File: config.mk
export PLATFORM = sky130hd
export DESIGN_NAME = uart_rx_core_flat
export DESIGN_NICKNAME = d
export VERILOG_FILES = /design/src/rtl/uart_pkg.sv /design/src/rtl/uart_rx_core_if.sv /design/src/rtl/uart_rx_sampler.sv /design/src/rtl/uart_rx_core.sv /design/src/flat_wrapper.sv
export SDC_FILE = /design/constraint.sdc
export NUM_CORES = 1
export LEC_CHECK = 0
export ABC_AREA = 0
export CAP_MARGIN = 40
export CORE_MARGIN = 2
export CORE_UTILIZATION = 57
export CTS_CLUSTER_SIZE = 14
export DETAILED_ROUTE_END_ITERATION = 16
export PLACE_DENSITY = 0.8
export SLEW_MARGIN = 20
export SYNTH_ARGS = -nofsm -noshare
export SYNTH_HDL_FRONTEND = slang
export SYNTH_SLANG_ARGS = --single-unit
File: constraint.sdc
create_clock -name clk -period 2.7 [get_ports clk]
set_input_delay 0.405 -clock clk [delete_from_list [all_inputs] [get_ports clk]]
set_output_delay 0.405 -clock clk [all_outputs]
set_load 0.1 [all_outputs]
File: src/rtl/uart_pkg.sv
// UART shared definitions.
// Used by both the receive and transmit sides.
package uart_pkg;

  typedef enum logic [2:0] {
    RX_IDLE,
    RX_START,
    RX_DATA,
    RX_PARITY,
    RX_STOP
  } rx_state_e;

  localparam logic PAR_EVEN  = 1'b0;
  localparam logic PAR_ODD   = 1'b1;
  localparam logic START_BIT = 1'b0;
  localparam logic STOP_BIT  = 1'b1;

  function automatic logic par_bit(
    input logic data_xor,
    input logic typ
  );
    return data_xor ^ (typ == PAR_ODD);
  endfunction

endpackage

File: src/rtl/uart_rx_core_if.sv
// UART receiver link.
// Serial line and config in, parallel word and status out.
interface uart_rx_core_if #(
  parameter int DATA_WIDTH = 8,
  parameter int PRESCALE_W = 6
);

  logic                  rx_in;
  logic [PRESCALE_W-1:0] prescale;
  logic                  par_en;
  logic                  par_typ;
  logic [DATA_WIDTH-1:0] p_data;
  logic                  data_valid;
  logic                  par_err;
  logic                  stp_err;
  logic                  busy;

  modport master (
    output rx_in, prescale, par_en, par_typ,
    input  p_data, data_valid, par_err, stp_err, busy
  );

  modport slave (
    input  rx_in, prescale, par_en, par_typ,
    output p_data, data_valid, par_err, stp_err, busy
  );

endinterface

File: src/rtl/uart_rx_sampler.sv
// Mid-bit 3-sample majority vote.
// Samples at edges prescale/2-1, prescale/2 and prescale/2+1.
module uart_rx_sampler
  import uart_pkg::*;
#(
  parameter int PRESCALE_W = 6
) (
  input  logic                  clk,
  input  logic                  rst,
  input  logic                  rx_in,
  input  logic [PRESCALE_W-1:0] edge_cnt,
  input  logic [PRESCALE_W-1:0] prescale,
  output logic                  sampled_bit
);

  logic [PRESCALE_W-1:0] half;
  logic [2:0]            smp;

  assign half = prescale >> 1;

  always_ff @(posedge clk) begin
    if (rst) begin
      smp <= {3{STOP_BIT}};
    end else begin
      if (edge_cnt == half - PRESCALE_W'(1)) smp[0] <= rx_in;
      if (edge_cnt == half)                  smp[1] <= rx_in;
      if (edge_cnt == half + PRESCALE_W'(1)) smp[2] <= rx_in;
    end
  end

  assign sampled_bit = (smp[0] & smp[1]) |
                       (smp[0] & smp[2]) |
                       (smp[1] & smp[2]);

endmodule

File: src/rtl/uart_rx_core.sv
// UART receiver: start detect, oversampled bit timing,
// LSB-first shift, parity/stop check, one-cycle status pulses.
module uart_rx_core
  import uart_pkg::*;
#(
  parameter int DATA_WIDTH = 8,
  parameter int PRESCALE_W = 6
) (
  input logic          clk,
  input logic          rst,
  uart_rx_core_if.slave rx
);

  localparam int BW = (DATA_WIDTH > 1) ? $clog2(DATA_WIDTH) : 1;

  localparam logic [2:0] S_IDLE   = RX_IDLE;
  localparam logic [2:0] S_START  = RX_START;
  localparam logic [2:0] S_DATA   = RX_DATA;
  localparam logic [2:0] S_PARITY = RX_PARITY;
  localparam logic [2:0] S_STOP   = RX_STOP;

  logic [2:0]            state;
  logic [PRESCALE_W-1:0] edge_cnt;
  logic [PRESCALE_W-1:0] pre_q;
  logic [BW-1:0]         bit_cnt;
  logic                  par_en_q;
  logic                  par_typ_q;
  logic                  par_flag;
  logic [DATA_WIDTH-1:0] shreg;
  logic [DATA_WIDTH-1:0] p_data;
  logic                  data_valid;
  logic                  par_err;
  logic                  stp_err;
  logic                  sampled_bit;
  logic                  last_edge;

  assign last_edge = edge_cnt == pre_q - PRESCALE_W'(1);

  uart_rx_sampler #(
    .PRESCALE_W (PRESCALE_W)
  ) u_sampler (
    .clk         (clk),
    .rst         (rst),
    .rx_in       (rx.rx_in),
    .edge_cnt    (edge_cnt),
    .prescale    (pre_q),
    .sampled_bit (sampled_bit)
  );

  always_ff @(posedge clk) begin
    if (rst) begin
      state      <= S_IDLE;
      edge_cnt   <= '0;
      bit_cnt    <= '0;
      pre_q      <= '0;
      par_en_q   <= 1'b0;
      par_typ_q  <= 1'b0;
      par_flag   <= 1'b0;
      shreg      <= '0;
      p_data     <= '0;
      data_valid <= 1'b0;
      par_err    <= 1'b0;
      stp_err    <= 1'b0;
    end else begin
      data_valid <= 1'b0;
      par_err    <= 1'b0;
      stp_err    <= 1'b0;
      if (state != S_IDLE)
        edge_cnt <= last_edge ? '0 : edge_cnt + PRESCALE_W'(1);
      unique case (state)
        S_IDLE: begin
          // the detect cycle is edge 0, so the frame starts at edge 1
          if (rx.rx_in == START_BIT) begin
            state     <= S_START;
            edge_cnt  <= PRESCALE_W'(1);
            bit_cnt   <= '0;
            par_flag  <= 1'b0;
            pre_q     <= rx.prescale;
            par_en_q  <= rx.par_en;
            par_typ_q <= rx.par_typ;
          end
        end
        S_START: begin
          if (last_edge)
            state <= (sampled_bit == START_BIT) ? S_DATA : S_IDLE;
        end
        S_DATA: begin
          if (last_edge) begin
            shreg   <= {sampled_bit, shreg[DATA_WIDTH-1:1]};
            bit_cnt <= bit_cnt + BW'(1);
            if (bit_cnt == BW'(DATA_WIDTH - 1))
              state <= par_en_q ? S_PARITY : S_STOP;
          end
        end
        S_PARITY: begin
          if (last_edge) begin
            par_flag <= sampled_bit != par_bit(^shreg, par_typ_q);
            state    <= S_STOP;
          end
        end
        S_STOP: begin
          if (last_edge) begin
            state   <= S_IDLE;
            par_err <= par_flag;
            stp_err <= sampled_bit != STOP_BIT;
            if (sampled_bit == STOP_BIT && !par_flag) begin
              data_valid <= 1'b1;
              p_data     <= shreg;
            end
          end
        end
        default: state <= S_IDLE;
      endcase
    end
  end

  assign rx.p_data     = p_data;
  assign rx.data_valid = data_valid;
  assign rx.par_err    = par_err;
  assign rx.stp_err    = stp_err;
  assign rx.busy       = state != S_IDLE;

endmodule
File: src/flat_wrapper.sv
// flat-port wrapper written by rule: the top's interface ports become plain ports
module uart_rx_core_flat import uart_pkg::*;
#(
  parameter int DATA_WIDTH = 8,
  parameter int PRESCALE_W = 6
)
  (clk, rst, rx_rx_in, rx_prescale, rx_par_en, rx_par_typ, rx_p_data, rx_data_valid, rx_par_err, rx_stp_err, rx_busy);
  uart_rx_core_if #(.DATA_WIDTH(DATA_WIDTH), .PRESCALE_W(PRESCALE_W)) rx_i ();
  input logic clk;
  input logic rst;
  input wire logic [$bits(rx_i.rx_in)-1:0] rx_rx_in;
  input wire logic [$bits(rx_i.prescale)-1:0] rx_prescale;
  input wire logic [$bits(rx_i.par_en)-1:0] rx_par_en;
  input wire logic [$bits(rx_i.par_typ)-1:0] rx_par_typ;
  output wire logic [$bits(rx_i.p_data)-1:0] rx_p_data;
  output wire logic [$bits(rx_i.data_valid)-1:0] rx_data_valid;
  output wire logic [$bits(rx_i.par_err)-1:0] rx_par_err;
  output wire logic [$bits(rx_i.stp_err)-1:0] rx_stp_err;
  output wire logic [$bits(rx_i.busy)-1:0] rx_busy;
  assign rx_i.rx_in = rx_rx_in;
  assign rx_i.prescale = rx_prescale;
  assign rx_i.par_en = rx_par_en;
  assign rx_i.par_typ = rx_par_typ;
  assign rx_p_data = rx_i.p_data;
  assign rx_data_valid = rx_i.data_valid;
  assign rx_par_err = rx_i.par_err;
  assign rx_stp_err = rx_i.stp_err;
  assign rx_busy = rx_i.busy;
  uart_rx_core #(.DATA_WIDTH(DATA_WIDTH), .PRESCALE_W(PRESCALE_W)) u_core (.clk(clk), .rst(rst), .rx(rx_i));
endmodule
==> flow_metrics.tcl <==
set metrics [dict create \
    status "completed" \
    grt_use_met1_pct 29.1 \
    grt_pass1_wl_mm 7.90 \
    synth_seq_cells 43 \
    p_switching_mw 0.577 \
    drv_cap 0 \
    synth_seq_area_share_pct 36.7 \
    floorplan.initialDensity_pct 59.1 \
    endpoint_kind "flip-flop" \
    synth_cells 263 \
    vias 1821 \
    synthTopCellsByArea "dfxtp_1, xnor2_1, mux2i_1, nor2_1, nand2_1" \
    syn_area_per_cell_um2 8.93 \
    drv_slew 0 \
    grt_usage_pct 22.9 \
    critPathRequiredTime_ns 2.90 \
    grt.busiest_layer "met2" \
    clock_latency_ns 0.30 \
    syn-num-nets 281 \
    antenna_found_initial 0 \
    start_kind "flip-flop" \
    numPlacedInstances 328 \
    min_to "u_core.bit_cnt[2]" \
    synth_ff_type "dfxtp_1" \
    stdcell_area_um2 2670 \
    die_area_um2 4650 \
    period_share_pct 94.5 \
    synth.largest_area_cell "dfxtp_1" \
    areaGrowthSynthToFinish_pct 13.5 \
    io_buffers 22 \
    finalHoldViolations 0 \
    ant_nets 0 \
    yosys-top-cells-count "dfxtp_1, nor2_1, nand2_1, xnor2_1, mux2i_1" \
    cts.sinks 43 \
    die_w_um 68.2 \
    rsz0062_at_grt "no" \
    hp-start "u_core.bit_cnt[2]" \
    place_ws_ns 0.178 \
    postLayoutSetupSlackWorst_ns 0.149 \
    setup_viol 0 \
    post_cts_buffers 0 \
    vias_per_cell 5.42 \
    synth-edff-count 0 \
    core_area_um2 3970 \
    r2r_cells 8 \
    combPwrFrac_pct 29.4 \
    cts_buffer_depth 2 \
    gp_congestion 0.837 \
    worst-setup-path-type "reg2reg" \
    ctsHoldBuffers 0 \
    dpl.hpwl_mm 3.37 \
    critical_path.max_stage_delay_ns 0.62 \
    first_pass_iters 4 \
    slowest_stage "or4b_4" \
    fin_cells 336 \
    power_frac_seq_pct 43.5 \
    synth_most_common_cell "dfxtp_1" \
    cts_tree "yes" \
    cts-root-buf "clkbuf_8" \
    fp.dieH_um 68.2 \
    num_io_pins 23 \
    use_met3_pct 6.25 \
    netlist-cell-type-count 45 \
    pwr-share-clk_pct 27.1 \
    netlist_area_um2 2350 \
    crit_fanout 12 \
    drc_errors 0 \
    min_period_ns 2.55 \
    overflow 0 \
    postLayoutCoreUtil_pct 67.1 \
    grtUsageMet2_pct 35.8 \
    cp_data_arrival_time_ns 2.75 \
    intPower_mw 1.11 \
    drive_above_1_share_pct 14.0 \
    regToRegStartpoint "u_core.pre_q[2]" \
    cts_made_buffers 5 \
    yosysWarnings 0 \
    fmax_mhz 392 \
    synth_top_area_share_pct 36.7 \
    timing.rr.end "u_core.bit_cnt[0]" \
    vdd_drop_max_mv 0.349 \
    grt_max_degree 25 \
    slew_headroom_pct 55.5 \
    htreeDepth 2 \
    p_sw_share_pct 34.1 \
    row_count 23 \
    whs_path_depth 2 \
    rrSetupSlack_ns 0.15 \
    drt_iter0_drc 92 \
    worst_slew_pin_slew_ns 0.665 \
    drt-wirelength-per-cell_um 13.7 \
    nets 303 \
    async_reset_ff_share_pct 0 \
    crit_chain "inv_1 > ha_1 > and2_1 > nor4_1 > o211ai_2 > or4b_4 > and3_1 > o21a_1" \
    setup_tns_ns 0 \
    cts_resized 0 \
    placed_area_um2 2560 \
    cts.clk_slew.worst_paths_ns 0.08 \
    grt_pass1_vias 1749 \
    power_per_cell_area_nw_per_um2 635 \
    hold_class "reg2reg" \
    power_leakage_nw 1.09 \
    antenna_cells 0 \
    drt_wl_total_mm 4.61 \
    clock_skew_ns 0.00418 \
]
[state kept, by name (all words and copies together), names as in the netlist]
signal,count
u_core.rx.p_data,8
u_core.shreg,8
u_core.edge_cnt,6
u_core.pre_q,6
u_core.bit_cnt,3
u_core.state,3
u_core.u_sampler.smp,3
u_core.par_en_q,1
u_core.par_flag,1
u_core.par_typ_q,1
u_core.rx.data_valid,1
u_core.rx.par_err,1
u_core.rx.stp_err,1
[placed cells by master (no fill, tap or decap), types with 8 or more instances in the layout]
master           instances
xnor2_1                 25
clkdlybuf4s50_1         10
dfxtp_1                 43
mux2i_1                 19
xor2_1                   8
nor2_1                  32
buf_4                   22
a21oi_1                 16
nand2_1                 26
[power groups by stage]
| stage | Clock [mW] | Combinational (mW) | Sequential [mW] |
|---|---|---|---|
| finish | 0.458 | 0.498 | 0.736 |
| global route | 0.494 | 0.550 | 0.743 |
| CTS | 0.469 | 0.499 | 0.734 |
| detailed placement | 0 | 0.497 | 0.749 |
| global placement | 0 | 0.490 | 0.748 |
| floorplan | 0 | 0.412 | 0.715 |
[stage by stage]
step,power [mW],hold WS (ns)
final,1.69,0.474
after global routing,1.79,0.510
after CTS,1.70,0.478
after detailed placement,1.25,0.464
after global placement,1.24,0.459
after floorplan,1.13,0.436
[area by class of cell]
type                       instances  area (um^2)
clock buffer                       7         96.3
clock inverter                     1         7.51
fill                             355         1310
inverter                           8         30.0
multi-input combinational        195         1340
sequential                        43          861
tap                               50         62.6
timing repair buffer              32          265
[critical path: cells and delay by family, from the launching register on]
| family | cells | cell delay [ns] |
|---|---|---|
| AND/OR/NAND/NOR | 4 | 1.36 |
| adder cells (fa/ha/maj) | 1 | 0.21 |
| buffers and inverters | 1 | 0.13 |
| flip-flops | 1 | 0.45 |
| AO/OA/AOI/OAI | 2 | 0.30 |
[metal layers]
layer	up-vias	part of all wire, %
met5	-	0
met4	0	2.0
met3	9	3.7
met2	32	46
met1	833	48
li1	947	-
[cells by family after synthesis]
logic type / synth area share, %
AND/OR/NAND/NOR: 20.1
buffers and inverters: 6.18
adder cells (fa/ha/maj): 4.16
AO/OA/AOI/OAI: 10.8
multiplexers: 9.06
flip-flops: 36.7
XOR/XNOR: 13.0
[worst max path at each step]
stage / from / slack (ns) / depth (start not counted) / endpoint
2_1_floorplan: u_core.pre_q[1] / 0.35 / 8 / u_core.rx.p_data[0]
3_3_place_gp: u_core.pre_q[2] / 0.28 / 8 / u_core.bit_cnt[0]
3_5_place_dp: u_core.pre_q[2] / 0.18 / 8 / u_core.bit_cnt[0]
4_1_cts: u_core.pre_q[2] / 0.17 / 8 / u_core.bit_cnt[0]
5_1_grt: u_core.pre_q[2] / 0.02 / 10 / u_core.rx.p_data[7]
6_report: u_core.pre_q[2] / 0.15 / 8 / u_core.bit_cnt[0]
(Power assumes the default switching activity.)
